[src/rtl/fixed_order_scheduler.sv]
// rtl/fixed_order_scheduler.sv - block sequencer for a single ChooseBestFixed chooser
//
// Feeds one block of BLOCK_SIZE samples into the chooser, keeps its enable
// running for LATENCY cycles after the last sample so its pipeline empties,
// captures the winning fixed-predictor order and holds it until the residual
// encoder acknowledges it. The chooser's enable and reset are owned here.
//
// Ports:
//   iClock, iReset      clock, asynchronous active-high reset
//   iStart              begin a block (IDLE only)
//   iSampleValid/iSample, oSampleReady   sample stream in
//   oCbfEnable/oCbfReset/oCbfSample      chooser control and data
//   iCbfBest            chooser result
//   oBest/oBestValid, iBestAck           captured order handshake
//   oBusy, oBlockCount  status
`timescale 1ns/1ps
module fixed_order_scheduler #(
    parameter int BLOCK_SIZE = 4096,
    parameter int LATENCY    = 8
) (
    input  logic               iClock,
    input  logic               iReset,
    input  logic               iStart,
    input  logic               iSampleValid,
    input  logic signed [15:0] iSample,
    output logic               oSampleReady,
    output logic               oCbfEnable,
    output logic               oCbfReset,
    output logic signed [15:0] oCbfSample,
    input  logic [2:0]         iCbfBest,
    output logic [2:0]         oBest,
    output logic               oBestValid,
    input  logic               iBestAck,
    output logic               oBusy,
    output logic [15:0]        oBlockCount
);

    localparam int CW = $clog2(BLOCK_SIZE) + 1;
    localparam int DW = $clog2(LATENCY + 1);
    localparam logic [CW-1:0] LAST_IDX   = CW'(BLOCK_SIZE - 1);
    localparam logic [DW-1:0] DRAIN_LOAD = DW'(LATENCY);

    typedef enum logic [1:0] {
        S_IDLE,
        S_FEED,
        S_DRAIN,
        S_HOLD
    } state_t;

    state_t             state_q, state_d;
    logic [CW-1:0]      count_q, count_d;
    logic [DW-1:0]      drain_q, drain_d;
    logic               ready_q, ready_d;
    logic               en_q, en_d;
    logic               cbf_rst_q, cbf_rst_d;
    logic signed [15:0] sample_q, sample_d;
    logic [2:0]         best_q, best_d;
    logic               valid_q, valid_d;
    logic               busy_q, busy_d;
    logic [15:0]        blocks_q, blocks_d;
    logic               accept;

    always_comb begin
        state_d  = state_q;
        count_d  = count_q;
        drain_d  = drain_q;
        sample_d = sample_q;
        best_d   = best_q;
        blocks_d = blocks_q;
        en_d     = 1'b0;
        accept   = 1'b0;

        case (state_q)
            S_IDLE: begin
                if (iStart) begin
                    state_d = S_FEED;
                    count_d = '0;
                end
            end
            S_FEED: begin
                accept = iSampleValid & ready_q;
                if (accept) begin
                    sample_d = iSample;
                    en_d     = 1'b1;
                    count_d  = count_q + 1'b1;
                    if (count_q == LAST_IDX) begin
                        state_d = S_DRAIN;
                        // The first DRAIN cycle still carries the final
                        // sample's enable; LATENCY pure drain enables follow.
                        drain_d = DRAIN_LOAD;
                    end
                end
            end
            S_DRAIN: begin
                if (drain_q == '0) begin
                    // Chooser output is valid in the last drain-enable cycle.
                    best_d   = iCbfBest;
                    blocks_d = blocks_q + 16'd1;
                    state_d  = S_HOLD;
                end else begin
                    drain_d = drain_q - 1'b1;
                    en_d    = 1'b1;
                end
            end
            S_HOLD: begin
                if (iBestAck) begin
                    state_d = S_IDLE;
                end
            end
            default: state_d = S_IDLE;
        endcase

        // Remaining outputs are pure functions of the next state, registered.
        ready_d   = (state_d == S_FEED);
        cbf_rst_d = (state_d == S_IDLE);
        valid_d   = (state_d == S_HOLD);
        busy_d    = (state_d != S_IDLE);
    end

    always_ff @(posedge iClock or posedge iReset) begin
        if (iReset) begin
            state_q   <= S_IDLE;
            count_q   <= '0;
            drain_q   <= '0;
            ready_q   <= 1'b0;
            en_q      <= 1'b0;
            cbf_rst_q <= 1'b1;
            sample_q  <= '0;
            best_q    <= '0;
            valid_q   <= 1'b0;
            busy_q    <= 1'b0;
            blocks_q  <= '0;
        end else begin
            state_q   <= state_d;
            count_q   <= count_d;
            drain_q   <= drain_d;
            ready_q   <= ready_d;
            en_q      <= en_d;
            cbf_rst_q <= cbf_rst_d;
            sample_q  <= sample_d;
            best_q    <= best_d;
            valid_q   <= valid_d;
            busy_q    <= busy_d;
            blocks_q  <= blocks_d;
        end
    end

    assign oSampleReady = ready_q;
    assign oCbfEnable   = en_q;
    assign oCbfReset    = cbf_rst_q;
    assign oCbfSample   = sample_q;
    assign oBest        = best_q;
    assign oBestValid   = valid_q;
    assign oBusy        = busy_q;
    assign oBlockCount  = blocks_q;

endmodule

[config.mk]
export PLATFORM = sky130hd
export DESIGN_NAME = fixed_order_scheduler
export DESIGN_NICKNAME = d
export VERILOG_FILES = /design/src/rtl/fixed_order_scheduler.sv
export SDC_FILE = /design/constraint.sdc
export NUM_CORES = 1
export LEC_CHECK = 0
export CORE_UTILIZATION = 40
export CTS_BUF_LIST = sky130_fd_sc_hd__clkbuf_4 sky130_fd_sc_hd__clkbuf_8 sky130_fd_sc_hd__clkbuf_16
export CTS_CLUSTER_SIZE = 14
export DETAILED_ROUTE_END_ITERATION = 6
export PLACE_DENSITY = 0.71
export SLEW_MARGIN = 20
export SYNTH_ARGS = -nofsm -noshare
export SYNTH_HDL_FRONTEND = slang
export SYNTH_SLANG_ARGS = --single-unit
export TNS_END_PERCENT = 20
[constraint.sdc]
create_clock -name iClock -period 3.6 [get_ports iClock]
set_input_delay 0.54 -clock iClock [delete_from_list [all_inputs] [get_ports iClock]]
set_output_delay 0.54 -clock iClock [all_outputs]
set_load 0.02 [all_outputs]
* After elaboration in Yosys (flattened, before gate mapping) *
Cells that the tools add are included.

word-level totals
  input port bits = 24
  word-level logic and storage cells = 51
  output and inout port bits = 40
  flip-flop bits (word level) = 59

operators by class
  reductions and logical operators = 10
  add/sub/neg operators = 3
  muxes and demuxes = 16
  bitwise logic cells = 1
  equal/unequal tests = 10

operators by type and width
  kind                     count
  $mux W13                 2
  $pmux W13 S2             1
  $add A16 B1 Y16 const B  1
  $add A13 B1 Y13 const B  1
  $eq A13 B12 Y1 const B   1
  $mux W4                  3
  $mux W2                  5
  $ne A2 B2 Y1 const B     4
  $pmux W2 S4              1
  $pmux W4 S2              1
  $eq A2 B2 Y1 const B     3
  $reduce_bool A2 Y1       3
  $eq A2 B1 Y1 const B     2
  $logic_not A2 Y1         2
  $logic_not A4 Y1         1
  $reduce_and A2 Y1        2
  $reduce_and A4 Y1        1
  $sub A4 B1 Y4 const B    1
  $reduce_and A3 Y1        1
  $mux W1                  2
  $pmux W1 S2              1
  $and A1 B1 Y1            1

* Logic depth before layout (Yosys ltp) *
  depth after elaboration = 5
  depth in mapped cells = 8
  gate-level depth less buffers = 7

* Worst setup path after synthesis *
OpenSTA, ideal clock, no wires.

  path kind = register to register
  start = register state_q[0]
  end = register blocks_q[15] (netlist: oBlockCount[15])
  setup slack = 1775 ps
  required time = 3472 ps
  buffers on the path = 1
  data arrival time = 1696 ps
  stages on the path, launching flop included = 9
  clock period less this slack = 1825 ps
  cells stage by stage = dfrtp_1 -> inv_1 -> ha_1 -> and4bb_2 -> buf_4 -> nand3_1 -> nor2_4 -> nand4_1 -> xnor2_1

on the way
  longest elaborated chain between the ends = 2

ends and longest elaborated chain
  item                                RTL line  RTL
  start, declared                     50        state_t state_q, state_d;
  start signal, assigned              134       state_q <= state_d;
  $eq A2 B2 Y1                        73        case (state_q)
  $reduce_and A2 Y1 (no source line)  -
  end signal, assigned                144       blocks_q <= blocks_d;
  end, declared                       60        logic [15:0] blocks_q, blocks_d;

Every way passes these cells.
A chain may end at the register's enable or synchronous reset.

* Final worst setup path *
  start = register state_q[1]
  end = register count_q[11]

on the way
  longest elaborated chain between the ends = 3
  elaborated cells on any way between the ends = 7

ends and longest elaborated chain
  item                                                                        RTL line  RTL
  $eq A2 B1 Y1 / $logic_not A2 Y1 (equally long branches)                     73
  $ne A2 B2 Y1 (no source line) / $reduce_bool A2 Y1 (equally long branches)  -
  $reduce_and A3 Y1 (no source line)                                          -
  end signal, assigned                                                        135       count_q <= count_d;
  end, declared                                                               51        logic [CW-1:0] count_q, count_d;

Parallel ways exist; a longest one is shown, timed or not.

==> flow_summary.json <==
{
  "post-route-period-util_pct": 61.7,
  "grt_pass1_vias": 1919,
  "p_leak_nw": 1.54,
  "netlist_area_um2": 2680,
  "hold_violations": 0,
  "synth_area_leaders": "dfrtp_1 (54%), mux2_2 (7.2%), xnor2_1 (5.2%), nand2_1 (3.5%), ha_1 (3.3%)",
  "finalSetupViolCount": 0,
  "initial_core_util_pct": 41.9,
  "use_met1_pct": 21.6,
  "track_usage_pct": 16.0,
  "grt-ovfl-total": 0,
  "die_area_um2": 7020,
  "synth_top_area_share_pct": 54.3,
  "hpwl_um": 3580,
  "postCtsSetupRepairBufs": 0,
  "multi_input_area_um2": 1140,
  "pin_count": 64,
  "die_y_um": 83.8,
  "drc_errors": 0,
  "syn-instance-count": 233,
  "synthTopCellsByCount": "dfrtp_1 (58), nand2_1 (25), nor2_1 (19), mux2_2 (17), xnor2_1 (16)",
  "cp-end-kind": "register",
  "n_antenna_cell": 0,
  "ctsResizeCount": 0,
  "synth_edf_count": 0,
  "cp_cell_sequence": "inv_1 > ha_1 > nand3_1 > a211oi_1 > nand4_1 > xor2_1 > nor2_1",
  "syn_nets": 264,
  "synthArstFlopShare_pct": 100,
  "slew_headroom_pct": 47.7,
  "die_w_um": 83.8,
  "drtIter0Drc": 66,
  "clock-sinks": 59,
  "yosys_warnings": 0,
  "globalplace.congestion": 0.795,
  "cts-root-buf": "clkbuf_8",
  "maxCapViolCount": 0,
  "wl_per_cell_um": 12.9,
  "critPathMaxStageDelay_ns": 0.55,
  "power.total_w": 0.00170,
  "holdBufCountCts": 0,
  "io_buffers": 63,
  "wirelength_um": 5000,
  "p_per_area_nw_per_um2": 468,
  "grt.busiest_layer": "met2",
  "insertion_delay_ns": 0.33,
  "grtUsageMet2_pct": 23.7,
  "drt_first_pass_iters": 4,
  "ys_types": 43,
  "area_delta_synth_final_pct": 36.0,
  "clk_pin_slew_ns": 0.07,
  "critical-path-slowest-cell": "a211oi_1",
  "arrival_ns": 2.40,
  "ys_seq_area_share_pct": 55.2,
  "start_kind": "register",
  "synth_ff_type": "dfrtp_1",
  "hold_path_class": "reg2reg",
  "core_um2": 6390,
  "critPathKind": "reg2reg",
  "tightest_slew_ns": 0.782,
  "grt_setup_unrepaired": "no",
  "fin_skew_ns": 0.00667,
  "fin_setup_tns_ns": 0,
  "antenna_found_initial": 0,
  "synth.most_common_cell": "dfrtp_1",
  "peakVddDrop_v": 0.000404,
  "final_layout_size_suffix_gt1_share_pct": 14.2,
  "crit_path_max_fanout": 10,
  "fp-row-count": 29,
  "ant_nets": 0,
  "numCtsBuffers": 9,
  "synth_top_cell_by_area": "dfrtp_1",
  "tritoncts": "built",
  "clockBufferDepth": 2,
  "holdWs_ns": 0.472,
  "grt_max_degree": 35,
  "htreeDepth": 3,
  "status": "finished, final reports clean",
  "vias_per_cell": 5.05,
  "slew_viol_final": 0,
  "final_net_count": 336,
  "syn-mean-instance-area_um2": 11.5,
  "register_area_um2": 1480,
  "grt_pass1_wl_um": 8800,
  "max_freq_mhz": 450,
  "required_ns": 3.78,
  "met3_usage_pct": 3.76,
  "synth_seq_cells": 59,
  "fin_crit_ns": 2.22,
  "vias": 1953,
  "fillers": 541
}
==> kinds of logic (layout without fill, tap and decap cells) <==
group	count (synthesis)	after routing	share of synthesized area, %
mux	17	17	7.16
flops	59	59	55.2
xor+xnor	24	24	7.86
simple gates	87	87	17.7
buf+inv	14	91	2.10
fa+ha+maj	7	7	3.27
compound gates	25	25	6.64
==> cell type report <==
type,instances,area share (%)
repair buffers,65,17.7
well taps,77,2.65
clock buffers,9,3.40
clock inverters,7,3.20
multi-input cells,160,31.4
inverters,10,1.03
flip-flops and latches,59,40.6
==> report_power, final <==
| part | switching, W | internal [W] |
|---|---|---|
| sequential | 0.0000613 | 0.000716 |
| combinational | 0.0000986 | 0.000110 |
| clock | 0.000259 | 0.000458 |
==> worst max-delay path: cells and delay by family, from the launching register on <==
family / cells / cell delay [ns]
compound gates: 1 / 0.55
xor+xnor: 1 / 0.15
fa+ha+maj: 1 / 0.26
buf+inv: 1 / 0.09
flops: 1 / 0.42
simple gates: 3 / 0.61
==> stage by stage <==
stage | cells | cell area [µm²] | utilization [%] | setup slack, ns
2_1_floorplan | 233 | 2680 | - | 1.61
4_1_cts | 387 | 3640 | 57.0 | 1.35
5_1_grt | 387 | 3640 | 57.0 | 1.17
6_report | 387 | 3640 | 57.0 | 1.38
3_3_place_gp | 371 | 3400 | 53.2 | 1.18
3_5_place_dp | 371 | 3400 | 53.2 | 1.12
==> cell usage in the layout (no fill, tap or decap), types with 2 or more instances in the layout <==
cell type,n
a21oi_1,2
and4_1,2
buf_4,2
bufinv_16,3
clkbuf_8,9
clkdlybuf4s50_1,63
clkinv_2,2
dfrtp_1,58
ha_1,7
inv_1,9
mux2_2,17
nand2_1,25
nand2b_1,3
nand3_1,10
nand4_1,9
nor2_1,19
nor2b_1,4
nor4_1,2
o211ai_1,2
o21ai_0,10
o31a_1,2
or3_1,2
xnor2_1,16
xor2_1,8
==> path summary, 6_finish.rpt <==
path	from	end	slack, ns	cells after the start
min	oBlockCount[15]	oBlockCount[15]	0.47	1
max in group asynchronous	iReset	oCbfReset	2.16	3
min in group asynchronous	iReset	oBlockCount[11]	0.57	2
max	state_q[1]	count_q[11]	1.38	7
min reg2reg	oBlockCount[15]	oBlockCount[15]	0.47	1
max reg2reg	state_q[1]	count_q[11]	1.38	7
==> state kept, by name (all words and copies together) (netlist names) <==
signal        flops
count_q          13
drain_q           4
oBest             3
oBestValid        1
oBlockCount      16
oBusy             1
oCbfEnable        1
oCbfReset         1
oCbfSample       16
oSampleReady      1
state_q           2
==> layer usage <==
layer  wire length (µm)  vias up  share of wire [%]
met1               2410      934                 48
li1                   -      954                  -
met2               2230       58                 45
met3                267        7                5.3
met5                  0        -                  0
met4                 94        0                1.9
Note: power is estimated with default switching activity, not from simulation.
